==> src/rtl/ysyx_22040931_lsu_if.sv <==
// Bundle of the LSU's three handshakes: MEM-stage request, data-memory port, and WB completion.
// slave is the LSU's view of the bundle; master is the view of everything around it.
interface ysyx_22040931_lsu_if;
  logic        req_valid, req_ready, req_wr, req_unsigned;
  logic [1:0]  req_size;
  logic [63:0] req_addr, req_wdata;
  logic [4:0]  req_rd;
  logic        mem_req_valid, mem_req_ready, mem_wr, mem_rvalid;
  logic [63:0] mem_addr, mem_wdata, mem_rdata;
  logic [7:0]  mem_wmask;
  logic        resp_valid, resp_ready;
  logic [63:0] resp_rdata;
  logic [4:0]  resp_rd;
  logic [1:0]  resp_err;

  modport slave (
    input  req_valid, req_wr, req_size, req_unsigned, req_addr, req_wdata, req_rd,
           mem_req_ready, mem_rvalid, mem_rdata, resp_ready,
    output req_ready, mem_req_valid, mem_wr, mem_addr, mem_wdata, mem_wmask,
           resp_valid, resp_rdata, resp_rd, resp_err
  );
  modport master (
    output req_valid, req_wr, req_size, req_unsigned, req_addr, req_wdata, req_rd,
           mem_req_ready, mem_rvalid, mem_rdata, resp_ready,
    input  req_ready, mem_req_valid, mem_wr, mem_addr, mem_wdata, mem_wmask,
           resp_valid, resp_rdata, resp_rd, resp_err
  );
endinterface

==> src/rtl/ysyx_22040931_lsu.sv <==
// Load/store unit: one outstanding access, alignment check, byte-lane steering,
// load extraction/extension, and a bounded wait for load data.
module ysyx_22040931_lsu #(
  parameter int TIMEOUT = 255
) (
  input logic              clock,
  input logic              reset,
  ysyx_22040931_lsu_if.slave bus
);
  localparam int CW = $clog2(TIMEOUT + 1);
  localparam logic [1:0] S_IDLE = 2'd0, S_REQ = 2'd1, S_WAIT = 2'd2, S_RESP = 2'd3;

  logic [1:0]    state_q, state_d;
  logic [CW-1:0] cnt_q, cnt_d;
  logic          wr_q, wr_d, uns_q, uns_d;
  logic [1:0]    size_q, size_d, err_q, err_d;
  logic [63:0]   addr_q, addr_d, wdata_q, wdata_d, rdata_q, rdata_d;
  logic [4:0]    rd_q, rd_d;

  logic          misaligned;
  logic [63:0]   ld_shift, ld_ext;
  logic [7:0]    wmask;

  always_comb begin
    case (bus.req_size)
      2'b01:   misaligned = bus.req_addr[0];
      2'b10:   misaligned = |bus.req_addr[1:0];
      2'b11:   misaligned = |bus.req_addr[2:0];
      default: misaligned = 1'b0;
    endcase
  end

  // Field extraction from the aligned doubleword returned by memory.
  always_comb begin
    ld_shift = bus.mem_rdata >> {addr_q[2:0], 3'b000};
    case (size_q)
      2'b00:   ld_ext = uns_q ? {56'b0, ld_shift[7:0]}  : {{56{ld_shift[7]}},  ld_shift[7:0]};
      2'b01:   ld_ext = uns_q ? {48'b0, ld_shift[15:0]} : {{48{ld_shift[15]}}, ld_shift[15:0]};
      2'b10:   ld_ext = uns_q ? {32'b0, ld_shift[31:0]} : {{32{ld_shift[31]}}, ld_shift[31:0]};
      default: ld_ext = ld_shift;
    endcase
  end

  always_comb begin
    case (size_q)
      2'b00:   wmask = 8'h01 << addr_q[2:0];
      2'b01:   wmask = 8'h03 << addr_q[2:0];
      2'b10:   wmask = 8'h0F << addr_q[2:0];
      default: wmask = 8'hFF;
    endcase
  end

  always_comb begin
    state_d = state_q;
    cnt_d   = cnt_q;
    wr_d    = wr_q;
    uns_d   = uns_q;
    size_d  = size_q;
    addr_d  = addr_q;
    wdata_d = wdata_q;
    rd_d    = rd_q;
    rdata_d = rdata_q;
    err_d   = err_q;
    case (state_q)
      S_IDLE: if (bus.req_valid) begin
        wr_d    = bus.req_wr;
        uns_d   = bus.req_unsigned;
        size_d  = bus.req_size;
        addr_d  = bus.req_addr;
        wdata_d = bus.req_wdata;
        rd_d    = bus.req_rd;
        rdata_d = 64'b0;
        err_d   = misaligned ? 2'b01 : 2'b00;
        state_d = misaligned ? S_RESP : S_REQ;
      end
      S_REQ: if (bus.mem_req_ready) begin
        state_d = wr_q ? S_RESP : S_WAIT;
        cnt_d   = '0;
      end
      // Data arriving on the last allowed cycle still beats the timeout.
      S_WAIT: begin
        if (bus.mem_rvalid) begin
          rdata_d = ld_ext;
          state_d = S_RESP;
        end else if (cnt_q == CW'(TIMEOUT - 1)) begin
          err_d   = 2'b10;
          state_d = S_RESP;
        end else begin
          cnt_d = cnt_q + CW'(1);
        end
      end
      S_RESP: if (bus.resp_ready) state_d = S_IDLE;
      default: state_d = S_IDLE;
    endcase
  end

  always_ff @(posedge clock) begin
    if (reset) begin
      state_q <= S_IDLE;
      cnt_q   <= '0;
      wr_q    <= 1'b0;
      uns_q   <= 1'b0;
      size_q  <= 2'b00;
      addr_q  <= 64'b0;
      wdata_q <= 64'b0;
      rd_q    <= 5'b0;
      rdata_q <= 64'b0;
      err_q   <= 2'b00;
    end else begin
      state_q <= state_d;
      cnt_q   <= cnt_d;
      wr_q    <= wr_d;
      uns_q   <= uns_d;
      size_q  <= size_d;
      addr_q  <= addr_d;
      wdata_q <= wdata_d;
      rd_q    <= rd_d;
      rdata_q <= rdata_d;
      err_q   <= err_d;
    end
  end

  assign bus.req_ready     = (state_q == S_IDLE);
  assign bus.mem_req_valid = (state_q == S_REQ);
  assign bus.mem_wr        = wr_q;
  assign bus.mem_addr      = {addr_q[63:3], 3'b000};
  assign bus.mem_wdata     = wdata_q << {addr_q[2:0], 3'b000};
  assign bus.mem_wmask     = (state_q == S_REQ && wr_q) ? wmask : 8'h00;
  assign bus.resp_valid    = (state_q == S_RESP);
  assign bus.resp_rdata    = rdata_q;
  assign bus.resp_rd       = rd_q;
  assign bus.resp_err      = err_q;
endmodule

==> src/flat_wrapper.sv <==
// flat-port wrapper written by rule: the top's interface ports become plain ports
module ysyx_22040931_lsu_flat 
#(
  parameter int TIMEOUT = 255
)
  (clock, reset, bus_req_valid, bus_req_wr, bus_req_size, bus_req_unsigned, bus_req_addr, bus_req_wdata, bus_req_rd, bus_mem_req_ready, bus_mem_rvalid, bus_mem_rdata, bus_resp_ready, bus_req_ready, bus_mem_req_valid, bus_mem_wr, bus_mem_addr, bus_mem_wdata, bus_mem_wmask, bus_resp_valid, bus_resp_rdata, bus_resp_rd, bus_resp_err);
  ysyx_22040931_lsu_if bus_i ();
  input logic clock;
  input logic reset;
  input wire logic [$bits(bus_i.req_valid)-1:0] bus_req_valid;
  input wire logic [$bits(bus_i.req_wr)-1:0] bus_req_wr;
  input wire logic [$bits(bus_i.req_size)-1:0] bus_req_size;
  input wire logic [$bits(bus_i.req_unsigned)-1:0] bus_req_unsigned;
  input wire logic [$bits(bus_i.req_addr)-1:0] bus_req_addr;
  input wire logic [$bits(bus_i.req_wdata)-1:0] bus_req_wdata;
  input wire logic [$bits(bus_i.req_rd)-1:0] bus_req_rd;
  input wire logic [$bits(bus_i.mem_req_ready)-1:0] bus_mem_req_ready;
  input wire logic [$bits(bus_i.mem_rvalid)-1:0] bus_mem_rvalid;
  input wire logic [$bits(bus_i.mem_rdata)-1:0] bus_mem_rdata;
  input wire logic [$bits(bus_i.resp_ready)-1:0] bus_resp_ready;
  output wire logic [$bits(bus_i.req_ready)-1:0] bus_req_ready;
  output wire logic [$bits(bus_i.mem_req_valid)-1:0] bus_mem_req_valid;
  output wire logic [$bits(bus_i.mem_wr)-1:0] bus_mem_wr;
  output wire logic [$bits(bus_i.mem_addr)-1:0] bus_mem_addr;
  output wire logic [$bits(bus_i.mem_wdata)-1:0] bus_mem_wdata;
  output wire logic [$bits(bus_i.mem_wmask)-1:0] bus_mem_wmask;
  output wire logic [$bits(bus_i.resp_valid)-1:0] bus_resp_valid;
  output wire logic [$bits(bus_i.resp_rdata)-1:0] bus_resp_rdata;
  output wire logic [$bits(bus_i.resp_rd)-1:0] bus_resp_rd;
  output wire logic [$bits(bus_i.resp_err)-1:0] bus_resp_err;
  assign bus_i.req_valid = bus_req_valid;
  assign bus_i.req_wr = bus_req_wr;
  assign bus_i.req_size = bus_req_size;
  assign bus_i.req_unsigned = bus_req_unsigned;
  assign bus_i.req_addr = bus_req_addr;
  assign bus_i.req_wdata = bus_req_wdata;
  assign bus_i.req_rd = bus_req_rd;
  assign bus_i.mem_req_ready = bus_mem_req_ready;
  assign bus_i.mem_rvalid = bus_mem_rvalid;
  assign bus_i.mem_rdata = bus_mem_rdata;
  assign bus_i.resp_ready = bus_resp_ready;
  assign bus_req_ready = bus_i.req_ready;
  assign bus_mem_req_valid = bus_i.mem_req_valid;
  assign bus_mem_wr = bus_i.mem_wr;
  assign bus_mem_addr = bus_i.mem_addr;
  assign bus_mem_wdata = bus_i.mem_wdata;
  assign bus_mem_wmask = bus_i.mem_wmask;
  assign bus_resp_valid = bus_i.resp_valid;
  assign bus_resp_rdata = bus_i.resp_rdata;
  assign bus_resp_rd = bus_i.resp_rd;
  assign bus_resp_err = bus_i.resp_err;
  ysyx_22040931_lsu #(.TIMEOUT(TIMEOUT)) u_core (.clock(clock), .reset(reset), .bus(bus_i));
endmodule
==> config.mk <==
export PLATFORM = sky130hd
export DESIGN_NAME = ysyx_22040931_lsu_flat
export DESIGN_NICKNAME = d
export VERILOG_FILES = /design/src/rtl/ysyx_22040931_lsu_if.sv /design/src/rtl/ysyx_22040931_lsu.sv /design/src/flat_wrapper.sv
export SDC_FILE = /design/constraint.sdc
export NUM_CORES = 1
export LEC_CHECK = 0
export ABC_CLOCK_PERIOD_IN_PS = 2290
export CAP_MARGIN = 20
export CORE_MARGIN = 3
export CORE_UTILIZATION = 46
export DETAILED_ROUTE_END_ITERATION = 10
export HOLD_SLACK_MARGIN = 0.05
export PLACE_DENSITY_LB_ADDON = 0.05
export SETUP_SLACK_MARGIN = 0.1
export SLEW_MARGIN = 20
export SYNTH_ARGS = -nofsm -noshare
export SYNTH_HDL_FRONTEND = slang
export SYNTH_SLANG_ARGS = --single-unit
export TNS_END_PERCENT = 1
==> constraint.sdc <==
create_clock -name clock -period 2.29 [get_ports clock]
set_input_delay 0.3435 -clock clock [delete_from_list [all_inputs] [get_ports clock]]
set_output_delay 0.3435 -clock clock [all_outputs]
set_load 0.01 [all_outputs]
==> impl_results.md, run 1 <==
* CP top delay family: buffers and inverters
* Worst path arrival time at 2.07 ns
* Full die area at 28100 sq um
* Die width at 168 um
* Synth Area in Compound Gates at 20.8%
* Number of warnings issued by yosys at 0
* Fin crit share at 106%
* XOR/XNOR Fraction of Synth Area at 0.364%
* Multi-input logic area at 6950 sq um
* Clock Sink Count at 213
* Hold Vio Cnt, Final at 0
* Register area at 4280 sq um
* Nets at 2057
* WP data required at 1.95 ns
* Fmax achieved at 414 MHz
* Worst path slowest cell: dfxtp_4
* Starting Density at 47.3%
* Leakage at 6.60 nW
* Post-Synth Adder-Cell Area at 1.15%
* Combinational share of power at 44.7%
* Crit path capture type: primary output
* Vias in the first global route at 11666
* R2R depth at 9
* Async set-or-reset flop fraction in the synthesized netlist at 0%
* Antenna-violating nets left at 0
* Pwr Total at 15.3 mW
* Critical Path Fanout Max at 11
* Fill count at 2101
* Clock root cell: clkbuf_16
* Power Density at 872 nW/um^2
* I/O pin count at 418
* Endpoints failing setup at 85
* Hpwl dp at 31.6 mm
* DR WL/cell at 20.3 um
* Tot GR Track Use at 29.5%
* Port Buffers at 414
* DRC errors left at 0
* Initial DRC count at 1318
* Worst-skew pair later-pin latency at 0.55 ns
* WHS Path Cells at 3
* CTS Buffer Depth at 3
* Final WL at 44.3 mm
* Hold Slack at 0.294 ns
* Flop pwr share at 30.9%
* Row cnt at 58
* Slew Viols, Final at 0
* Critical path depth at 7
* Post-Synth Simple-Gate Area at 17.4%
* Outcome: finished with violations
* Initial antenna violation count at 3
* Net Sw Frac at 37.4%
* Worst Path Buf+Inv at 4
* CTS tree: yes
* Core ar. at 25400 sq um
* Crit path launch type: flop
* Crit Path Category: flop to primary output
* DR vias at 12359
* Routed vias/inst at 5.66
* Slew @ Worst Pin at 1.16 ns
* Clock skew at 0.0173 ns
* Clk slew on worst S/H paths at 0.07 ns
* Placer Congestion at 0.986
* Main combinational cell family by area after synthesis: compound AO/OA/AOI/OAI gates
* GR Overflow Total at 0
* DRT Pass-1 Iters at 9
* Slew headroom at 22.3%
* Max IR drop VDD at 0.760 mV
* P_sw at 5.74 mW
* Overall die height at 168 um
* Clock Power Share at 24.5%
* Post-synthesis cell type count at 64
* H-tree levels at 1
* Cells after Synth at 1471
* Main synth FF type: dfxtp_1
* Area grow syn2layout at 46.3%
* Setup ws final at -0.127 ns
* Post-synth EDFFs at 0
* Num CTS Buffers at 24
* Max stage delay on crit path at 0.41 ns
* Global-route wire length before repair at 67.1 mm
* Share of layout cells above drive strength 1 at 19.9%
* Worst hold path class: input port to flop
* Seq/Total Area, Yosys at 35.5%
* Internal Dissipation at 9.60 mW
* Avg Cell Area, Syn at 8.17 sq um
* Largest net degree at the start of global routing at 113
* Minimum clock period at 2.42 ns
* Post-Syn Area at 12000 sq um
* Fin Setup TNS at -3.05 ns
* Most frequent CP cell: buf_6
* Violated checks: negative setup slack
* Max Cap Violations at 0
* CTS Hold Bufs at 0
* Number of synthesized register bits at 213
* Post-synthesis mux area share at 15.1%
* CP cell instances: buf_6, buf_16, nor2_4, buf_6, a22oi_1, o22ai_1, buf_2
* RSZ-0062 raised after global routing: yes
-- cells by family after synthesis --
family	after synthesis
simple gates	512
xor+xnor	5
mux	144
compound gates	380
fa+ha+maj	11
flops	213
buf+inv	205
other cells	1
-- path summary, 6_finish.rpt --
| check | from | endpoint | slack [ns] |
|---|---|---|---|
| max reg2reg | u_core.addr_q[1] | u_core.bus.resp_rdata[18] | -0.07 |
| max | u_core.addr_q[1] | bus_mem_wdata[38] | -0.13 |
| min | reset | u_core.bus.resp_rdata[31] | 0.29 |
| min reg2reg | u_core.addr_q[61] | u_core.addr_q[61] | 0.45 |
-- cells in the final DEF, fill, tap and decap left out, types with 7 or more instances in the layout --
cell type / Yosys / routed
buf_4: 79 / 77
o22ai_1: 16 / 10
ha_1: 11 / 8
nor2b_1: 10 / 8
and2_1: 19 / 16
buf_2: 25 / 48
clkdlybuf4s50_1: 0 / 341
a222oi_1: 14 / 14
a221oi_2: 9 / 9
o21ai_0: 38 / 21
dfxtp_1: 213 / 209
clkbuf_2: 0 / 11
dlygate4sd2_1: 0 / 11
o21ai_1: 1 / 13
nand2_1: 361 / 358
a21oi_1: 203 / 191
a221o_1: 33 / 33
buf_6: 9 / 13
buf_12: 0 / 19
o211ai_1: 8 / 8
inv_1: 17 / 12
nor2_1: 88 / 77
mux2i_1: 78 / 66
a21oi_2: 0 / 11
clkbuf_16: 0 / 24
o22ai_2: 2 / 7
nor2_2: 1 / 10
mux4_2: 26 / 26
mux2_2: 39 / 33
a211oi_1: 12 / 12
mux2i_2: 1 / 7
-- final cells by class --
class	instances	share of cell area, %
inverters	17	0.363
diodes	3	0.0427
flip-flops and latches	213	24.3
clock inverters	6	0.491
well taps	330	2.35
repair buffers	528	29.1
clock buffers	33	3.84
multi-input cells	1055	39.5
-- through the flow --
stage	setup slack, ns	util [%]	std cells	instance area (sq um)
finish	-0.127	69.2	2185	17600
global route	-0.178	69.2	2185	17600
CTS	-0.171	68.7	2179	17500
detailed placement	-0.0301	64.3	2109	16300
global placement	0.0316	64.3	2109	16300
floorplan	0.123	-	1473	12000
-- cells in the mapped netlist (8+ instances only) --
master	count	area (sq um)
o21ai_0	38	190
and2_1	19	119
ha_1	11	138
buf_2	25	125
buf_6	9	101
dfxtp_1	213	4260
buf_4	79	593
mux2_2	39	439
a21oi_1	203	1020
a222oi_1	14	140
mux4_2	26	586
o211ai_1	8	60.1
o22ai_1	16	100
a211oi_1	12	90.1
mux2i_1	78	781
inv_1	17	63.8
nor2b_1	10	62.6
clkbuf_1	69	259
a221o_1	33	330
nand2_1	361	1360
nor2_1	88	330
a221oi_2	9	135
-- tightest hold or removal path, stage by stage --
cell and delay [ns]:
buf_6 0.11, nor4_1 0.06, a221o_1 0.26
-- per-layer routing --
layer	wire length [um]	track usage, %	vias to the layer above
met2	19200	44.1	721
met4	1640	10.2	0
met3	5000	8.33	95
met5	0	0	-
met1	18500	41.0	5706
li1	-	-	5837
-- power by group through the flow --
stage | clock network (mW) | registers, mW | logic, mW
6_report | 3.75 | 4.73 | 6.85
3_5_place_dp | 0 | 4.75 | 6.41
2_1_floorplan | 0 | 4.63 | 3.82
5_1_grt | 3.98 | 4.78 | 7.40
4_1_cts | 3.82 | 4.69 | 6.64
3_3_place_gp | 0 | 4.73 | 6.36
-- registers in the layout, summed over array words and instances, names as in the netlist --
name,count
u_core.wdata_q,64
u_core.addr_q,64
u_core.uns_q,1
u_core.bus.resp_err,2
u_core.bus.resp_rd,5
u_core.state_q,2
u_core.bus.mem_wr,1
u_core.cnt_q,8
u_core.size_q,2
u_core.bus.resp_rdata,64
-- what timing repair did --
action	CTS	global route
endpoints found under the setup margin	127	134
setup buffers	26	3
gates cloned	5	0
pin swaps	15	11
resized for setup	268	106
Note: power is estimated with default switching activity, not from simulation.
==> run 2: changes to the inputs <==
--- a/config.mk
+++ b/config.mk
@@ -5,10 +5,10 @@
 export SDC_FILE = /design/constraint.sdc
 export NUM_CORES = 1
 export LEC_CHECK = 0
-export ABC_CLOCK_PERIOD_IN_PS = 2290
+export ABC_CLOCK_PERIOD_IN_PS = 2000
 export CAP_MARGIN = 20
 export CORE_MARGIN = 3
-export CORE_UTILIZATION = 46
+export CORE_UTILIZATION = 42
 export DETAILED_ROUTE_END_ITERATION = 10
 export HOLD_SLACK_MARGIN = 0.05
 export PLACE_DENSITY_LB_ADDON = 0.05
==> constraint.sdc (replaced) <==
create_clock -name clock -period 2 [get_ports clock]
set_input_delay 0.3 -clock clock [delete_from_list [all_inputs] [get_ports clock]]
set_output_delay 0.3 -clock clock [all_outputs]
set_load 0.01 [all_outputs]
==> impl_results.md, run 2 (synthesis results as in run 1) <==
* Outcome: finished with violations
* Violated checks: negative setup slack
* Initial DRC count at 1143
* Crit path capture type: primary output
* Worst flop-to-flop path startpoint: u_core.addr_q[1]
* Die width at 175 um
* Clock Sink Count at 213
* Placer Congestion at 0.928
* Grt met2 use at 46.0%
* Share of layout cells above drive strength 1 at 23.8%
* CTS tree: yes
* Largest net degree at the start of global routing at 118
* DRT Pass-1 Iters at 9
* GR Overflow Total at 0
* Clock Power Share at 27.3%
* Slew @ Worst Pin at 0.680 ns
* Vias in the first global route at 12298
* Grt met1 use at 37.1%
* DR WL/cell at 19.9 um
* Antenna-violating nets left at 0
* I/O pin count at 418
* Most frequent cells in the layout: nand2_1 (360), clkdlybuf4s50_1 (338), dfxtp_1 (207)
* DR vias at 12514
* H-tree levels at 1
* Routed vias/inst at 5.44
* Slew headroom at 54.6%
* Crit path launch type: flop
* Worst-skew pair later-pin latency at 0.54 ns
* Endpoints failing setup at 131
* WP data required at 1.70 ns
* Clk slew on worst S/H paths at 0.06 ns
* Max IR drop VDD at 0.808 mV
* Origin of the worst setup path: u_core.addr_q[1]
* Internal Dissipation at 12.1 mW
* Fin crit share at 119%
* Crit Path Category: flop to primary output
* CTS Hold Bufs at 0
* Area grow syn2layout at 53.5%
* Worst path arrival time at 2.09 ns
* RSZ-0062 raised after global routing: yes
* Global-route wire length before repair at 70.2 mm
* Starting Density at 42.9%
* Worst hold path class: input port to flop
* Max Cap Violations at 0
* Pre-CTS WS at -0.280 ns
* Port Buffers at 414
* Power Density at 1030 nW/um^2
* Hpwl dp at 32.8 mm
* Initial antenna violation count at 3
* Hold Crit Start: reset
* Commonest non-fill, non-tap cell in the layout: nand2_1
* Fmax achieved at 419 MHz
* Core ar. at 28000 sq um
* Num CTS Buffers at 26
* Slew Viols, Final at 0
* Setup ws final at -0.387 ns
* Row cnt at 61
* Leakage at 7.02 nW
* Hold Vio Cnt, Final at 0
* Net Sw Frac at 35.9%
* Full die area at 30700 sq um
* Fin Setup TNS at -31.12 ns
* CTS Buffer Depth at 3
* Combinational share of power at 44.3%
* Final WL at 45.8 mm
* DRC errors left at 0
* Flop pwr share at 28.4%
* Overall die height at 175 um
* Minimum clock period at 2.39 ns
* Clock skew at 0.0214 ns
* Hold Slack at 0.282 ns
* Tot GR Track Use at 28.4%
* Nets at 2121
* Critical Path Fanout Max at 6
* Met3 usage at 7.58%
* Most Crowded Layer GR: met2
* Clock root cell: clkbuf_16
* P_sw at 6.80 mW
run 2: changes by cell type in the layout (fill, tap and decap cells not counted), sizes merged, moves of 2 or more:
cell	previous run	this run
clkdlybuf4s15	1	5
bufinv	1	5
bufbuf	2	4
dlygate4sd2	11	3
clkdlybuf4s50	341	338
buf	162	231
run 2: final timing paths:
| check | endpoint | slack, ns | depth (start not counted) |
|---|---|---|---|
| worst max register to register | u_core.bus.resp_rdata[32] | -0.25 | 10 |
| worst max-delay path | bus_mem_wdata[36] | -0.39 | 9 |
| worst min register to register | u_core.addr_q[5] | 0.45 | 2 |
| worst min-delay path | u_core.bus.resp_rdata[31] | 0.28 | 3 |
run 2: metrics by stage:
step / util, % / power, mW / area (sq um) / std cells
floorplan: - / 9.85 / 12100 / 1473
global placement: 60.3 / 13.2 / 16900 / 2216
detailed placement: 60.3 / 13.2 / 16900 / 2216
CTS: 64.9 / 18.7 / 18200 / 2287
global route: 65.9 / 19.9 / 18400 / 2301
finish: 65.9 / 18.9 / 18400 / 2301
run 2: critical path, cell delays in order (launching register included):
cell,delay [ns]
dfxtp_4,0.37
buf_8,0.14
buf_12,0.13
buf_6,0.11
nor2_4,0.11
buf_6,0.14
buf_4,0.11
a22oi_2,0.07
o22ai_1,0.18
buf_2,0.17
run 2: final cells by class:
cell class              instances  area, sq um
flip-flops and latches        213         4280
diodes                          2         5.00
multi-input cells            1055         6980
repair buffers                590         5710
clock inverters                10          193
inverters                      17         66.3
well taps                     378          473
clock buffers                  36          738
fillers                      2398         9560
run 2: per-layer routing:
layer  vias up  routed length [um]
li1       5969                   -
met1      5876               18700
met2       585               21500
met3        82                4310
met4         2                1350
met5         -                  13
run 2: repair_timing:
item | in CTS | in global routing
pin swaps | 16 | 11
buffers inserted | 19 | 11
gates resized for setup | 343 | 78
setup endpoints to repair | 138 | 141
gates cloned | 6 | 1
run 2: power groups by stage:
stage | Sequential [mW] | Combinational (mW) | Clock, mW
6_report | 5.38 | 8.38 | 5.16
5_1_grt | 5.45 | 9.04 | 5.40
4_1_cts | 5.35 | 8.13 | 5.24
3_5_place_dp | 5.42 | 7.83 | 0
3_3_place_gp | 5.40 | 7.78 | 0
2_1_floorplan | 5.32 | 4.54 | 0
